===== src/rtl/projectile_pool.sv =====
// Pool of NUM_SLOTS rightward projectiles: edge-triggered fire with cooldown, per-frame motion,
// collision/off-screen retirement, registered pixel renderer. Optional ammo counter: PROJ_AMMO_EN.
module projectile_slot #(
  parameter int PROJ_W   = 16,
  parameter int PROJ_H   = 8,
  parameter int SPEED    = 4,
  parameter int SCREEN_W = 640
) (
  input  logic        clk,
  input  logic        clr,
  input  logic        load,
  input  logic [31:0] load_x,
  input  logic [31:0] load_y,
  input  logic        tick,
  input  logic        hit,
  input  logic [31:0] pxl_x,
  input  logic [31:0] pxl_y,
  output logic        active,
  output logic        draw
);
  logic [31:0] x, y;
  logic [32:0] step;

  assign step = {1'b0, x} + 33'(SPEED);

  // Retirement has priority over motion; load only reaches an idle slot.
  always_ff @(posedge clk) begin
    if (clr) begin
      active <= 1'b0;
      x      <= '0;
      y      <= '0;
    end else if (active) begin
      if (hit) active <= 1'b0;
      else if (tick) begin
        if (step >= 33'(SCREEN_W)) active <= 1'b0;
        else                        x      <= step[31:0];
      end
    end else if (load) begin
      active <= 1'b1;
      x      <= load_x;
      y      <= load_y;
    end
  end

  assign draw = active &&
                ({1'b0, pxl_x} >= {1'b0, x}) && ({1'b0, pxl_x} < {1'b0, x} + 33'(PROJ_W)) &&
                ({1'b0, pxl_y} >= {1'b0, y}) && ({1'b0, pxl_y} < {1'b0, y} + 33'(PROJ_H));
endmodule

module projectile_pool #(
  parameter int          NUM_SLOTS = 3,
  parameter int          PROJ_W    = 16,
  parameter int          PROJ_H    = 8,
  parameter int          SPEED     = 4,
  parameter int          SCREEN_W  = 640,
  parameter int          X_OFF     = 32,
  parameter int          Y_OFF     = 12,
  parameter int          COOLDOWN  = 8,
  parameter int          AMMO_MAX  = 5,
  parameter logic [11:0] COLOR     = 12'hFF0
) (
  input  logic                 clk,
  input  logic                 resetN,
  input  logic                 startOfFrame,
  input  logic                 restart,
  input  logic                 shootN,
  input  logic [31:0]          bird_x,
  input  logic [31:0]          bird_y,
  input  logic [NUM_SLOTS-1:0] collision,
  input  logic [31:0]          pxl_x,
  input  logic [31:0]          pxl_y,
  output logic [NUM_SLOTS-1:0] in_air,
  output logic [7:0]           ammo_left,
  output logic [NUM_SLOTS-1:0] drawing,
  output logic [3:0]           Red_level,
  output logic [3:0]           Green_level,
  output logic [3:0]           Blue_level
);
  localparam int CW = $clog2(COOLDOWN + 2);

  logic                 clr, shootN_d, fire_req, fire_ok, ammo_ok;
  logic [NUM_SLOTS-1:0] free, pick, load, hit;
  logic [CW-1:0]        cool_cnt;
  logic [11:0]          rgb;
  logic [31:0]          load_x, load_y;

  assign clr      = ~resetN | restart;
  assign fire_req = shootN_d & ~shootN;
  assign free     = ~in_air;
  assign pick     = free & (~free + NUM_SLOTS'(1));   // lowest idle slot, one-hot
  assign fire_ok  = fire_req & (|free) & (cool_cnt == '0) & ammo_ok;
  assign load     = fire_ok ? pick : '0;
  assign load_x   = bird_x + 32'(X_OFF);
  assign load_y   = bird_y + 32'(Y_OFF);

  always_ff @(posedge clk) begin
    if (clr) begin
      shootN_d <= 1'b1;
      cool_cnt <= '0;
    end else begin
      shootN_d <= shootN;
      if (fire_ok)                             cool_cnt <= CW'(COOLDOWN);
      else if (startOfFrame && cool_cnt != '0) cool_cnt <= cool_cnt - CW'(1);
    end
  end

`ifdef PROJ_AMMO_EN
  logic [7:0] ammo_cnt;
  assign ammo_ok   = (ammo_cnt != 8'd0);
  assign ammo_left = ammo_cnt;
  always_ff @(posedge clk) begin
    if (clr)          ammo_cnt <= 8'(AMMO_MAX);
    else if (fire_ok) ammo_cnt <= ammo_cnt - 8'd1;
  end
`else
  assign ammo_ok   = 1'b1;
  assign ammo_left = 8'(AMMO_MAX);
`endif

  for (genvar i = 0; i < NUM_SLOTS; i++) begin : g_slot
    projectile_slot #(
      .PROJ_W(PROJ_W), .PROJ_H(PROJ_H), .SPEED(SPEED), .SCREEN_W(SCREEN_W)
    ) u_slot (
      .clk    (clk),
      .clr    (clr),
      .load   (load[i]),
      .load_x (load_x),
      .load_y (load_y),
      .tick   (startOfFrame),
      .hit    (collision[i]),
      .pxl_x  (pxl_x),
      .pxl_y  (pxl_y),
      .active (in_air[i]),
      .draw   (hit[i])
    );
  end

  // Single shared colour, so overlapping slots need no priority resolution.
  always_ff @(posedge clk) begin
    if (clr) begin
      drawing <= '0;
      rgb     <= '0;
    end else begin
      drawing <= hit;
      rgb     <= (|hit) ? COLOR : 12'h000;
    end
  end

  assign Red_level   = rgb[11:8];
  assign Green_level = rgb[7:4];
  assign Blue_level  = rgb[3:0];
endmodule

===== config.mk =====
export PLATFORM = sky130hd
export DESIGN_NAME = projectile_pool
export DESIGN_NICKNAME = d
export VERILOG_FILES = /design/src/rtl/projectile_pool.sv
export SDC_FILE = /design/constraint.sdc
export NUM_CORES = 1
export LEC_CHECK = 0
export CAP_MARGIN = 0
export CORE_AREA = 2 2 232 234
export DETAILED_ROUTE_END_ITERATION = 10
export DIE_AREA = 0 0 234 236
export GPL_TIMING_DRIVEN = 0
export PLACE_DENSITY = 0.71
export SLEW_MARGIN = 20
export SYNTH_ARGS = -nofsm -noshare
export SYNTH_HDL_FRONTEND = slang
export SYNTH_HIERARCHICAL = 1
export SYNTH_SLANG_ARGS = --single-unit

===== constraint.sdc =====
create_clock -name clk -period 11.08 [get_ports clk]
set_input_delay 3.324 -clock clk [delete_from_list [all_inputs] [get_ports clk]]
set_output_delay 3.324 -clock clk [all_outputs]
set_load 0.01 [all_outputs]

Yosys cells after proc, flatten, opt, wreduce, memory -nomap -nowiden
Cells that the tools add are included.
{"block": "word_totals", "wordCells": 125, "out_inout_bits": 26, "regBits": 215, "in_bits": 136}
{"block": "op_classes", "n_lt_le_gt_ge": 15, "bitwise": 12, "reduce_logical": 28, "n_eq_ne": 9, "mux": 34, "addsub": 13}
{"cell": "32-bit 2-to-1 mux", "n": 15}
{"cell": "32-bit by 33-bit less-than comparator with 1-bit output", "n": 6}
{"cell": "32-bit >= comparator", "n": 6}
{"cell": "32-bit by 3-bit adder with 33-bit output, second input constant", "n": 3}
{"cell": "32-bit by 4-bit adder with 33-bit output, second input constant", "n": 3}
{"cell": "32-bit by 5-bit adder with 33-bit output, second input constant", "n": 3}
{"cell": "33-bit by 10-bit >= comparator with 1-bit output, second input constant", "n": 3}
{"cell": "32-bit by 4-bit adder with 32-bit output, second input constant", "n": 1}
{"cell": "32-bit by 6-bit adder with 32-bit output, second input constant", "n": 1}
{"cell": "2-bit != test, second input constant", "n": 9}
{"cell": "1-bit 2-to-1 mux", "n": 15}
{"cell": "1-bit logical AND", "n": 13}
{"cell": "12-bit 2-to-1 mux", "n": 1}
{"cell": "4-bit AND reduction", "n": 3}
{"cell": "4-bit 2-to-1 mux", "n": 2}
{"cell": "2-bit nonzero test", "n": 4}
{"cell": "3-bit NOT", "n": 2}
{"cell": "2-bit AND reduction", "n": 3}
{"cell": "3-bit OR reduction", "n": 2}
{"cell": "1-bit NOT", "n": 5}
{"cell": "4-bit logical NOT", "n": 1}
{"cell": "4-bit nonzero test", "n": 1}
{"cell": "4-bit by 1-bit subtractor with 4-bit output, second input constant", "n": 1}
{"cell": "3-bit by 1-bit adder with 3-bit output, second input constant", "n": 1}
{"cell": "5 further kinds", "n": 7}

Depth between registers and ports, before layout
{"block": "logic_depth", "depth_word": 7, "mapped_depth": 20, "depth_no_buf": 20}

By module
The synthesis kept the hierarchy.
{"mod": "projectile_slot", "cells_each": 951, "area_per_inst_um2": 7300.8, "instances": 3, "seq_area_each_um2": 1301.2}
{"mod": "projectile_pool", "cells_each": 210, "area_per_inst_um2": 1571.5, "instances": 1, "seq_area_each_um2": 180.2}

Worst setup path before layout
Ideal clock, no wire load.
{"block": "synth_timing", "path_kind": "input to register", "startpoint": "input pxl_x[1]", "endpoint": "register rgb[10]", "path_buffers": 0, "t_required_ps": 10953, "arrival_time_ps": 5291, "setup_slack_ps": 5662, "setup_ps": 127, "cell_stages": 12, "path_cell_list": "ha_1 -> nor2b_1 -> o21a_1 -> o21ai_0 -> a21oi_1 -> o41ai_1 -> a2111o_1 -> and4b_1 -> o21ai_0 -> a211oi_1 -> and2_1 -> or3_1"}
{"block": "synth_via", "elab_chain_cells": 7, "word_cells_on_any_way": 20, "cone_classes": "6 x order compare; 1 x mux; 13 x reduce/logical"}
{"item": "from (decl)", "line_no": "70", "text": "input logic [31:0] pxl_x,"}
{"item": "32-bit >= comparator", "line_no": "46", "text": "({1'b0, pxl_x} >= {1'b0, x}) && ({1'b0, pxl_x} < {1'b0, x} + 33'(PROJ_W)) &&"}
{"item": "1-bit logical AND", "line_no": "45", "text": "assign draw = active &&"}
{"item": "1-bit logical AND * (2 in a row)", "line_no": "46"}
{"item": "1-bit logical AND *", "line_no": "47", "text": "({1'b0, pxl_y} >= {1'b0, y}) && ({1'b0, pxl_y} < {1'b0, y} + 33'(PROJ_H));"}
{"item": "via hit[2]", "line_no": "82", "text": "logic [NUM_SLOTS-1:0] free, pick, load, hit;"}
{"item": "3-bit OR reduction *", "line_no": "145", "text": "rgb <= (|hit) ? COLOR : 12'h000;"}
{"item": "12-bit 2-to-1 mux *", "line_no": "145"}
{"item": "to (signal assigned)", "line_no": "145"}
{"item": "to (decl)", "line_no": "84", "text": "logic [11:0] rgb;"}
Mark *: on every way through the listed nets, which the timed path passes. The rest lies on a longest branch.
A chain may end at the register's enable or synchronous reset.

Worst setup path in the final report
Ends and elaborated chain as after synthesis.

==> impl_metrics.env <==
export IMPL_n_fill_cell=5150
export IMPL_numCtsBuffers=28
export IMPL_die_w_um=234
export IMPL_rsz0062_at_grt="false"
export IMPL_relSlewSlack_pct=27.67
export IMPL_wl_per_cell_um=21.87
export IMPL_reg2reg_to="rgb[10]$_SDFF_PP0_"
export IMPL_io_pins=162
export IMPL_final_hold_viol_count=0
export IMPL_cellLeakagePower_nw=9.626
export IMPL_cellPowerDensity_mw_per_mm2=85.19
export IMPL_layout_common_cells="nand2_1 (393), ha_1 (376), xnor2_1 (234)"
export IMPL_gp_congestion=1.019
export IMPL_wl_met3_um=9091
export IMPL_critPathKind="input pin to flip-flop"
export IMPL_ys_seq_area_share_pct=17.40
export IMPL_design_core_area_mm2=0.05307
export IMPL_slew_violations=0
export IMPL_layout_worst_path_cycle_share_pct=64.35
export IMPL_crit_path_end="rgb[10]$_SDFF_PP0_"
export IMPL_outcome="completed"
export IMPL_rrSetupSlack_ns=5.86
export IMPL_cts_tree="yes"
export IMPL_hpwl_um=69870
export IMPL_final_util_pct=50.69
export IMPL_dr_wl_met2_um=36760
export IMPL_startpoint="pxl_x[1]"
export IMPL_timing_rr_start="g_slot[0].u_slot/y[5]$_SDFFE_PP0P_"
export IMPL_regArea_mm2=0.004084
export IMPL_clockBufferDepth=3
export IMPL_drt_iter0_drc=2561
export IMPL_synth_edf_count=0
export IMPL_cts_resized=0
export IMPL_start_kind="input pin"
export IMPL_cts_root_buf="clkbuf_16"
export IMPL_final_layout_size_suffix_gt1_share_pct=6.447
export IMPL_clk_pin_slew_ns=0.06
export IMPL_final_common_cell="nand2_1"
export IMPL_finalSetupTns_ns=0
export IMPL_cts_hold_fix_buffers=0
export IMPL_num_vias=24130
export IMPL_end_kind="flip-flop"
export IMPL_postSynthCellCount=3063
export IMPL_grt_max_degree=20
export IMPL_finalCriticalPeriod_ns=7.130
export IMPL_start_util_pct=44.23
export IMPL_final_nets=3764
export IMPL_synth_area_mm2=0.02347
export IMPL_grt_pass1_vias=22240
export IMPL_wl_um=86810
export IMPL_clock_skew_ns=0.03573
export IMPL_ir_drop_mv=0.1155
export IMPL_drtPass1Iterations=6
export IMPL_viasPerCell=6.077
export IMPL_routed_top_layer="met4"
export IMPL_drcViolationCount=0
export IMPL_rows=85
export IMPL_antenna_found_initial=1
export IMPL_die_area_mm2=0.05522
export IMPL_fmax_mhz=140.3
export IMPL_ys_ff_latch=204
export IMPL_gr_usage_all_layers_pct=30.77
export IMPL_hp_class="flip-flop to flip-flop"
export IMPL_r2r_cells=20
export IMPL_tightestPinTransition_ns=1.077
export IMPL_async_flop_share_pct=0
export IMPL_area_delta_synth_final_pct=14.60
export IMPL_cp_required_ns=11.62
export IMPL_io_buffers=149
export IMPL_cap_violations=0
export IMPL_ys_types=68
export IMPL_post_cts_buffers=0
export IMPL_cp_data_arrival_time_ns=7.67
export IMPL_worstPathMaxFanout=3
export IMPL_htreeDepth=1
export IMPL_met1_length_um=36190
export IMPL_postRouteAntennaNets=0
export IMPL_clock_sinks=204
export IMPL_synthFlopType="dfxtp_1"
export IMPL_die_h_um=236
export IMPL_gr_total_overflow=0
export IMPL_avgSynthCellArea_um2=7.664
export IMPL_synth_warnings=6
export IMPL_setup_viol_count_final=0
export IMPL_grt_pass1_wl_um=131600
export IMPL_multiInputGateArea_mm2=0.01781
export IMPL_clk_latency_ns=0.59
export IMPL_fin_hold_ws_ns=0.4546
metrics by stage:
stage	cell area (um2)	total power [mW]	instances	worst slack, ns
detailed placement	25870	1.270	3918	3.680
finish	26900	2.292	3970	3.950
global placement	25870	1.263	3918	3.678
global route	26900	2.377	3969	4.012
floorplan	23510	1.057	3073	5.662
CTS	26900	2.291	3969	4.290
worst min-delay path by stage:
stage	startpoint	end	slack, ns	depth (start not counted)
3_3_place_gp	g_slot[0].u_slot/y[15]$_SDFFE_PP0P_	g_slot[0].u_slot/y[15]$_SDFFE_PP0P_	0.44	2
5_1_grt	g_slot[1].u_slot/y[18]$_SDFFE_PP0P_	g_slot[1].u_slot/y[18]$_SDFFE_PP0P_	0.47	2
6_report	g_slot[0].u_slot/y[30]$_SDFFE_PP0P_	g_slot[0].u_slot/y[30]$_SDFFE_PP0P_	0.45	2
2_1_floorplan	g_slot[0].u_slot/y[15]$_SDFFE_PP0P_	g_slot[0].u_slot/y[15]$_SDFFE_PP0P_	0.44	2
3_5_place_dp	g_slot[2].u_slot/y[1]$_SDFFE_PP0P_	g_slot[2].u_slot/y[1]$_SDFFE_PP0P_	0.45	2
4_1_cts	g_slot[0].u_slot/y[30]$_SDFFE_PP0P_	g_slot[0].u_slot/y[30]$_SDFFE_PP0P_	0.46	2
cell families after synthesis:
| family | count (synthesis) | synth area share (%) |
|---|---|---|
| other | 2 | 0.03199 |
| XOR/XNOR | 248 | 9.253 |
| AND/OR/NAND/NOR | 1173 | 26.84 |
| AO/OA/AOI/OAI | 658 | 18.46 |
| adder cells (fa/ha/maj) | 376 | 20.04 |
| buffers and inverters | 377 | 6.908 |
| flip-flops | 204 | 17.40 |
| multiplexers | 25 | 1.066 |
cell type report:
class	instances	area share, %
diodes	1	0.009302
plain buffers	152	2.888
clock buffers	32	2.772
clock inverters	19	1.037
inverters	225	3.140
multi-input cells	2492	66.19
flip-flops and latches	204	15.18
well taps	696	3.237
repair buffers	149	5.544
critical path, stage by stage:
cell and delay, ns:
clkdlybuf4s50_1 0.69, ha_1 0.31, nor2b_1 0.13, o21a_1 0.16
o21ai_0 0.20, a21oi_1 0.13, o41ai_1 0.84, a2111o_1 0.26
and4b_1 0.33, o21ai_0 0.12, a211oi_1 0.82, and2_1 0.25
or3_1 0.10
where the power goes:
part | switching [mW] | internal, mW | total [mW]
Sequential | 0.0132 | 0.745 | 0.759
Combinational | 0.311 | 0.201 | 0.512
Clock | 0.397 | 0.624 | 1.02
synth_stat cells, types with 27 or more instances:
library cell | number | area, um2
a21o_1 | 108 | 810.8
nand4_1 | 145 | 907.1
a211oi_1 | 51 | 382.9
nor4_1 | 42 | 262.8
inv_1 | 222 | 833.3
nand3_1 | 94 | 470.5
and4_1 | 36 | 315.3
buf_4 | 34 | 255.2
dfxtp_1 | 204 | 4084
xnor2_1 | 234 | 2049
buf_2 | 27 | 135.1
nor2b_1 | 49 | 306.5
ha_1 | 376 | 4705
a21oi_1 | 229 | 1146
o21ai_2 | 30 | 262.8
nand2_1 | 393 | 1475
or4_1 | 27 | 202.7
nor2_1 | 141 | 529.3
nor3_1 | 99 | 495.5
o21ai_0 | 76 | 380.4
and3_1 | 30 | 187.7
clkbuf_1 | 82 | 307.8
layer usage:
metal,track usage (%),vias to the layer above
met3,6.697,257
li1,-,11480
met1,41.36,11180
met4,14.27,0
met2,46.59,1210
met5,0,-
state kept, by name, summed over array words and instances, names as in the netlist:
| name | cells |
|---|---|
| cool_cnt | 4 |
| drawing | 3 |
| g_slot.u_slot/active | 3 |
| g_slot.u_slot/x | 96 |
| g_slot.u_slot/y | 96 |
| rgb | 1 |
| shootN_d | 1 |
(Power assumes the default switching activity.)
